File: config.mk
export PLATFORM = sky130hd
export DESIGN_NAME = mult_arbiter
export DESIGN_NICKNAME = d
export VERILOG_FILES = /design/src/rtl/mult_arbiter.sv
export SDC_FILE = /design/constraint.sdc
export NUM_CORES = 1
export LEC_CHECK = 0
export CORE_AREA = 2 2 73 75
export DETAILED_ROUTE_END_ITERATION = 6
export DIE_AREA = 0 0 75 77
export PLACE_DENSITY = 0.77
export SLEW_MARGIN = 20
export SYNTH_ARGS = -nofsm -noshare
export SYNTH_HDL_FRONTEND = slang
export SYNTH_SLANG_ARGS = --single-unit
File: constraint.sdc
create_clock -name Clk -period 2.1 [get_ports Clk]
set_input_delay 0.315 -clock Clk [delete_from_list [all_inputs] [get_ports Clk]]
set_output_delay 0.315 -clock Clk [all_outputs]
set_load 0.01 [all_outputs]
File: src/rtl/mult_arbiter.sv
// rtl/mult_arbiter.sv - two-requester round-robin arbiter for a shared multiplier
module mult_arbiter #(
  parameter int W   = 8,
  parameter int TMO = 2*W+4
) (
  input  logic           Clk,
  input  logic           Reset_n,
  input  logic           Req0,
  input  logic           Req1,
  input  logic [W-1:0]   A0,
  input  logic [W-1:0]   B0,
  input  logic [W-1:0]   A1,
  input  logic [W-1:0]   B1,
  output logic           Gnt0,
  output logic           Gnt1,
  output logic           Rdy0,
  output logic           Rdy1,
  output logic           Err,
  output logic [2*W-1:0] P,
  output logic           Busy,
  output logic           St,
  output logic [W-1:0]   Mcand,
  output logic [W-1:0]   Mplier,
  input  logic           Idle,
  input  logic           Done,
  input  logic [2*W-1:0] Prod
);

  localparam int CW = (TMO > 1) ? $clog2(TMO) : 1;

  typedef enum logic [1:0] {S_IDLE, S_START, S_WAIT, S_DONE} state_t;

  state_t        state;
  state_t        state_nx;
  logic          owner;
  logic          last;
  logic          err_q;
  logic [CW-1:0] cnt;
  logic          arb_go;
  logic          arb_owner;
  logic          timeout;

  // A tie goes to whoever did not finish last; a lone request always wins.
  assign arb_go    = Idle & (Req0 | Req1);
  assign arb_owner = (Req0 & Req1) ? ~last : Req1;
  assign timeout   = (cnt == CW'(TMO - 1));

  // Moore outputs decoded from registered state and owner.
  assign St   = (state == S_START);
  assign Gnt0 = (state == S_START) & ~owner;
  assign Gnt1 = (state == S_START) &  owner;
  assign Rdy0 = (state == S_DONE)  & ~owner;
  assign Rdy1 = (state == S_DONE)  &  owner;
  assign Err  = (state == S_DONE)  &  err_q;
  assign Busy = (state != S_IDLE);

  // State register.
  always_ff @(posedge Clk or negedge Reset_n) begin
    if (!Reset_n) state <= S_IDLE;
    else          state <= state_nx;
  end

  // Next-state logic; Done takes priority over an expiring timeout.
  always_comb begin
    state_nx = state;
    case (state)
      S_IDLE:  if (arb_go) state_nx = S_START;
      S_START: state_nx = S_WAIT;
      S_WAIT:  if (Done || timeout) state_nx = S_DONE;
      S_DONE:  state_nx = S_IDLE;
      default: state_nx = S_IDLE;
    endcase
  end

  // Operand capture, timeout counter, result latch and round-robin pointer.
  always_ff @(posedge Clk or negedge Reset_n) begin
    if (!Reset_n) begin
      owner  <= 1'b0;
      last   <= 1'b1;
      err_q  <= 1'b0;
      cnt    <= '0;
      P      <= '0;
      Mcand  <= '0;
      Mplier <= '0;
    end else begin
      case (state)
        S_IDLE: begin
          if (arb_go) begin
            owner  <= arb_owner;
            Mcand  <= arb_owner ? A1 : A0;
            Mplier <= arb_owner ? B1 : B0;
          end
        end
        S_START: cnt <= '0;
        S_WAIT: begin
          cnt <= cnt + 1'b1;
          if (Done) begin
            P     <= Prod;
            err_q <= 1'b0;
          end else if (timeout) begin
            P     <= '0;
            err_q <= 1'b1;
          end
        end
        S_DONE: last <= owner;
        default: ;
      endcase
    end
  end

endmodule
==> metrics.yaml, run 1 <==
die_h_um: 77
tritoncts: "yes"
synth_top_area_share_pct: 53.35
diodes: 0
crit_family: "buffers and inverters"
synthArstFlopShare_pct: 100.0
postSynthNetCount: 223
syn_area_per_cell_um2: 11.73
clock.fmax_mhz: 497.7
numClockSinks: 42
synth_common_cells: "dfrtp_1 (41), o21ai_0 (20), mux2i_1 (18), nand2_1 (18), a22o_2 (11)"
die_w_um: 75
start_util_pct: 38.64
slew_viol_final: 0
setup_violations: 0
reg2reg_depth: 5
synth_area_um2: 1923
drc: 0
syn_inst: 164
drt_iter0_markers: 56
startpoint_type: "flip-flop"
p_leak_nw: 1.336
critPathMaxFanout: 3
end_kind: "primary output"
synth_seq_area_share_pct: 54.72
reg2reg_slack_ps: 470
fin_area_um2: 2982
hold_path_class: "in2async"
core_um2: 4977
dpl.hpwl_mm: 3.238
worst_r2r_endpoint: "P[7]"
track_usage_pct: 15.16
die-area_um2: 5775
gp_congestion: 0.7279
vias: 1556
synth.most_common_cell: "dfrtp_1"
cap_violations: 0
r2r-start: "state[0]"
cts.repair.resized: 0
cts_buffers: 5
cts_root_buffer: "clkbuf_8"
hold_buffers: 0
grt_max_degree: 43
cp.required_ps: 1780
area_growth_pct: 55.04
cp_num_buf_inv: 2
setup_tns_ps: 0
htree_levels: 2
status: "completed"
io_pins: 93
layout.nets: 315
synth_edf_count: 0
dpl_cell_area_um2: 2872
yosys_register_bits: 42
drive_gt1_share_pct: 10.89
fin_crit_ps: 2009
yosysUniqueCellTypes: 28
hold_viol: 0
criticalPathCategory: "reg2out"
cp_slowest_cell: "clkdlybuf4s50_1"
clock_skew_ps: 5.856
yosys.area.top_type: "dfrtp_1"
max_stage_delay_ps: 570
min_period_over_period_pct: 95.68
cts_setup_buffers: 0
power.density_nw_per_um2: 1259
grt_pass1_wl_mm: 6.844
worst_pin_slew_ps: 529.9
grt.overflow.total: 0
grt_pass1_vias: 1566
clock_path_buffers: 2
ys_top_cells_by_area: "dfrtp_1 (53%), mux2i_1 (9.4%), a22o_2 (5.7%)"
insertion_delay_ps: 290
ys.flop_type: "dfrtp_1"
yosysWarnings: 0
vias_per_cell: 4.758
vdd_drop_max_v: 0.0004502
relSlewSlack_pct: 64.67
drt-pass1-iter-count: 4
cp.arrival_ps: 1690
clk_pin_slew_ps: 80
rsz0062_at_grt: "no"
antenna_left: 0
antenna_found_initial: 0
drt-wirelength-per-cell_um: 13.24
wl_mm: 4.328
critPathLaunch: "state[1]"
port-buffer-count: 92
cp_cell_sequence: "inv_1 > ha_1 > nor2b_1 > clkdlybuf4s50_1"
num_rows: 26
[metrics by stage]
stage / setup slack [ps] / hold slack (ps) / cells / util [%] / power [mW]
after floorplan: 672.2 / 19.41 / 164 / - / 2.257
after global placement: 318.0 / 414.8 / 319 / 57.69 / 3.114
after detailed placement: 272.9 / 419.4 / 319 / 57.69 / 3.161
after CTS: 65.98 / 98.29 / 327 / 59.90 / 3.810
after global routing: 4.207 / 135.3 / 327 / 59.90 / 4.018
final: 90.77 / 72.00 / 327 / 59.90 / 3.755
[worst max path at each step]
stage                            to  slack, ps  cells after the start
after global placement    Mplier[2]        320                      4
after global routing           Gnt0          4                      4
after detailed placement  Mplier[0]        270                      4
after CTS                      Gnt0         70                      4
after floorplan               P[10]        670                      6
final                          Gnt0         90                      4
[area by class of cell]
cell class	count	area, um^2
Clock buffer	6	72.57
Clock inverter	2	37.54
Fill cell	434	1996
Inverter	8	30.03
Multi-Input combinational cell	104	763.2
Sequential cell	42	1052
Tap cell	70	87.58
Timing Repair Buffer	95	938.4
[cells by family (layout without fill, tap and decap cells)]
group	count (synthesis)	in the layout	synth area share, %
AO/OA/AOI/OAI	45	45	17.57
adder cells (fa/ha/maj)	5	5	3.253
buffers and inverters	18	111	5.595
flip-flops	42	42	54.72
multiplexers	19	19	9.954
AND/OR/NAND/NOR	35	35	8.913
[layout by cell type (no fill, tap or decap), drive strengths merged]
cell type / instances
and4bb: 1
a22o: 17
inv: 8
a21bo: 1
nand2b: 1
dfrtp: 41
ha: 5
clkinvlp: 1
a21oi: 1
nand2: 18
nor2b: 2
mux2i: 18
dfstp: 1
bufinv: 1
clkdlybuf4s50: 91
o22a: 1
o21ai: 21
o221ai: 2
clkbuf: 6
buf: 4
o211ai: 1
mux2: 1
and2: 4
a2bb2oi: 1
nor2: 1
nand3: 8
[registers in the layout, indices dropped and copies added, names as in the netlist]
register,count
Mplier,8
P,16
cnt,5
state,2
owner,1
err_q,1
Mcand,8
last,1
[routing by layer]
| layer | part of all wire, % | track usage (%) |
|---|---|---|
| met5 | 0 | 0 |
| met3 | 8.2 | 4.074 |
| met2 | 48 | 25.53 |
| met1 | 43 | 18.70 |
| met4 | 1.3 | 4.286 |
[report_power, final]
group          total [mW]  leakage [nW]  internal (mW)  switching, mW
logic                1.76         0.755           1.01          0.754
registers            1.36         0.530           1.16          0.200
clock network       0.633        0.0514          0.355          0.278
Power figures use the tool's default switching activity.
==> run 2, diff against run 1 <==
clock period = 1.9 ns   (was 2.1 ns; I/O delays follow)
==> metrics.yaml, run 2 (synthesized netlist as in run 1, its figures left out) <==
insertion_delay_ps: 290
seqCellArea_um2: 1054
htree_levels: 2
worst_pin_slew_ps: 542.2
cap_violations: 0
critPathMaxFanout: 4
io_pins: 93
vdd_drop_max_v: 0.0005937
power.density_nw_per_um2: 1368
post-place-ws_ps: 100.4
start_util_pct: 38.64
dpl.hpwl_mm: 3.469
drc: 0
core_um2: 4977
layout_common_cells: "clkdlybuf4s50_1 (85), dfrtp_1 (40), o21ai_0 (20)"
layout_setup_ws_ps: 85.24
track_usage_pct: 16.27
fin_area_um2: 3033
regMostFlops: "P"
end_kind: "primary output"
final_core_util_pct: 60.94
clk_pin_slew_ps: 80
p_leak_nw: 1.407
dpl_cell_area_um2: 2894
diodes: 0
cp.required_ps: 1620
grt_pass1_wl_mm: 7.258
largest_register_ffs: 16
cp.arrival_ps: 1530
port-buffer-count: 92
p_total_mw: 4.149
gp_congestion: 0.7565
slew_viol_final: 0
min_period_over_period_pct: 95.51
hold_ws_ps: 404.5
status: "completed"
antenna_found_initial: 0
clock_skew_ps: 5.087
antenna_left: 0
fin_crit_ps: 1815
die-area_um2: 5775
vias_per_cell: 4.714
die_h_um: 77
rsz0062_at_grt: "no"
die_w_um: 75
drt_iter0_markers: 71
drive_gt1_share_pct: 13.36
criticalPathCategory: "reg2out"
cts_root_buffer: "clkbuf_8"
hold_path_class: "in2async"
num_rows: 26
cts_buffers: 5
layout_commonest_cell: "clkdlybuf4s50_1"
vias: 1565
setup_tns_ps: 0
fin_cells: 332
area_growth_pct: 57.71
clock_path_buffers: 2
setup_violations: 0
post-place-cells: 322
wl_mm: 4.557
grt_max_degree: 35
hold_viol: 0
drt-wirelength-per-cell_um: 13.73
grt.overflow.total: 0
grt_pass1_vias: 1577
tritoncts: "yes"
n_fill_cell: 428
multi_input_comb_area_um2: 788.3
drt-pass1-iter-count: 4
startpoint_type: "flip-flop"
top_regs: "P (16), Mcand (8), Mplier (8)"
relSlewSlack_pct: 63.85
layout.nets: 320
clock.fmax_mhz: 551.0
numClockSinks: 42
## run 2: worst paths after layout
path	from	to	slack (ps)	depth (start not counted)
setup / recovery	state[1]	Rdy1	90	3
hold / removal	Reset_n	P[13]	400	2
setup reg to reg	state[0]	P[10]	350	5
hold reg to reg	Mcand[2]	Mcand[2]	480	2
max in group asynchronous	Reset_n	last	940	3
min in group Clk	Mcand[2]	Mcand[2]	480	2
## run 2: what timing repair did
item / 4_1_cts / 5_1_grt
buffers inserted: 1 / 0
hold buffers: 1 / 0
resized for setup: 5 / 6
endpoints found under the setup margin: 6 / 4
endpoints found under the hold margin: 10 / 0
## run 2: critical path, stage by stage (launching register included)
cell and delay, ps:
dfrtp_1 410, ha_4 170, and2_1 130, clkdlybuf4s50_1 530
## run 2: power breakdown
group	internal, mW	switching (mW)
sequential	1.28	0.239
clock	0.293	0.292
combinational	1.18	0.860
total	2.76	1.39
## run 2: area by class of cell
cell class	count	share of cell area, %
multi-input combinational	104	25.99
timing repair buffer	100	32.38
clock inverter	1	0.1650
tap	70	2.888
sequential	42	34.74
clock buffer	7	2.847
inverter	8	0.9901
## run 2: metal layers
layer	global-route usage (%)	wire length, um	vias to the layer above
met3	6.045	402	5
met2	25.88	2165	63
met4	3.214	42	0
met1	21.13	1946	722
met5	0	0	-
li1	-	-	775
==> run 3, diff against run 2 <==
CELL_PAD_IN_SITES_DETAIL_PLACEMENT = 0   (was not set)
CELL_PAD_IN_SITES_GLOBAL_PLACEMENT = 1   (was not set)
CORE_AREA = 2 2 84 86   (was 2 2 73 75)
DIE_AREA = 0 0 86 88   (was 0 0 75 77)
PLACE_DENSITY = not set   (was 0.77)
PLACE_DENSITY_LB_ADDON = 0.1   (was not set)
==> metrics.yaml, run 3 (synthesized netlist as in run 1, its figures left out) <==
top_regs: "P (16), Mcand (8), Mplier (8)"
grt.overflow.total: 0
hold_path_class: "reg2reg"
p_total_mw: 4.145
tritoncts: "yes"
hold_viol: 0
drive_gt1_share_pct: 13.36
htree_levels: 2
final_core_util_pct: 45.88
area_growth_pct: 58.49
gp_congestion: 0.6509
layout.nets: 320
startpoint_type: "flip-flop"
drt-pass1-iter-count: 4
power.switching_mw: 1.388
regMostFlops: "P"
start_util_pct: 28.95
grt_pass1_vias: 1527
cp_num_buf_inv: 2
clock_skew_ps: 8.229
hold_ws_ps: 481.5
max_stage_delay_ps: 410
min_period_over_period_pct: 92.55
seqPwrFrac_pct: 36.3
cp_cell_sequence: "inv_1 > ha_2 > nor2b_1 > dlygate4sd2_1"
wl_mm: 4.811
grt_max_degree: 43
rsz0062_at_grt: "no"
die-area_um2: 7568
cp.arrival_ps: 1470
setup_tns_ps: 0
p_sw_share_pct: 33.48
layout_setup_ws_ps: 141.5
insertion_delay_ps: 290
vias_per_cell: 4.535
slew_viol_final: 0
post-place-ws_ps: 65.57
clk_pin_slew_ps: 80
combPwrFrac_pct: 49.4
cp_slowest_cell: "dfrtp_1"
vdd_drop_max_v: 0.0004857
relSlewSlack_pct: 62.40
clock.fmax_mhz: 568.7
fin_crit_ps: 1758
cp.required_ps: 1620
die_h_um: 88
power_frac_clock_pct: 14.3
p_leak_nw: 1.414
largest_register_ffs: 16
track_usage_pct: 13.41
antenna_found_initial: 0
critPathMaxFanout: 3
status: "completed"
p_int_mw: 2.757
setup_violations: 0
antenna_left: 0
num_rows: 30
cap_violations: 0
vias: 1551
cts_root_buffer: "clkbuf_8"
drt-wirelength-per-cell_um: 14.07
power.density_nw_per_um2: 1360
layout_commonest_cell: "clkdlybuf4s50_1"
grt_pass1_wl_mm: 7.748
drc: 0
numClockSinks: 42
worst_pin_slew_ps: 564.0
cts_buffers: 5
dpl.hpwl_mm: 3.476
diodes: 0
die_w_um: 86
port-buffer-count: 92
crit_family: "buffers and inverters"
criticalPathCategory: "reg2out"
core_um2: 6644
clock_path_buffers: 2
end_kind: "primary output"
layout_common_cells: "clkdlybuf4s50_1 (84), dfrtp_1 (41), o21ai_0 (20)"
io_pins: 93
drt_iter0_markers: 34
## run 3: power by group through the flow
| stage | Sequential [mW] | Combinational, mW | Clock, mW |
|---|---|---|---|
| 4_1_cts | 1.51 | 2.04 | 0.621 |
| 3_3_place_gp | 1.51 | 2.02 | 0 |
| 5_1_grt | 1.56 | 2.25 | 0.668 |
| 2_1_floorplan | 1.65 | 0.848 | 0 |
| 6_report | 1.50 | 2.05 | 0.593 |
| 3_5_place_dp | 1.52 | 2.03 | 0 |
## run 3: layout make-up
type	count	area [um^2]
Sequential cell	42	1052
Tap cell	80	100.1
Multi-Input combinational cell	104	780.7
Inverter	8	30.03
Fill cell	647	3596
Clock inverter	1	5.005
Clock buffer	7	86.33
Timing Repair Buffer	100	993.5
## run 3: layer usage
metal / up-vias / part of all wire (%) / track usage (%)
met3: 5 / 6.8 / 4.241
met5: - / 0 / 0
met1: 714 / 47 / 18.53
met2: 58 / 45 / 20.01
met4: 0 / 1.3 / 4.329
li1: 774 / - / -
## run 3: path summary, 6_finish.rpt
path / startpoint / end / slack, ps / depth (start not counted)
worst max-delay path: state[1] / Gnt0 / 140 / 4
worst min-delay path: Mcand[6] / Mcand[6] / 480 / 2
worst max register to register: cnt[0] / P[7] / 350 / 4
worst min register to register: Mcand[6] / Mcand[6] / 480 / 2
max in group asynchronous: Reset_n / last / 1140 / 3
min in group asynchronous: Reset_n / P[15] / 500 / 3
## run 3: tightest hold or removal path, cell delays in order (launching register included)
cell and delay, ps:
dfrtp_1 350, nand2_1 40, o21ai_0 60
## run 3: timing repair
item,in CTS,in global routing
hold buffers,1,0
endpoints found under the hold margin,41,0
buffers inserted,1,1
gates resized for setup,7,4
setup endpoints to repair,7,3
## run 3: per-stage QoR
stage | area (um^2) | cells
detailed placement | 2912 | 331
global placement | 2912 | 331
finish | 3048 | 342
floorplan | 1923 | 164
CTS | 3023 | 341
global route | 3048 | 342
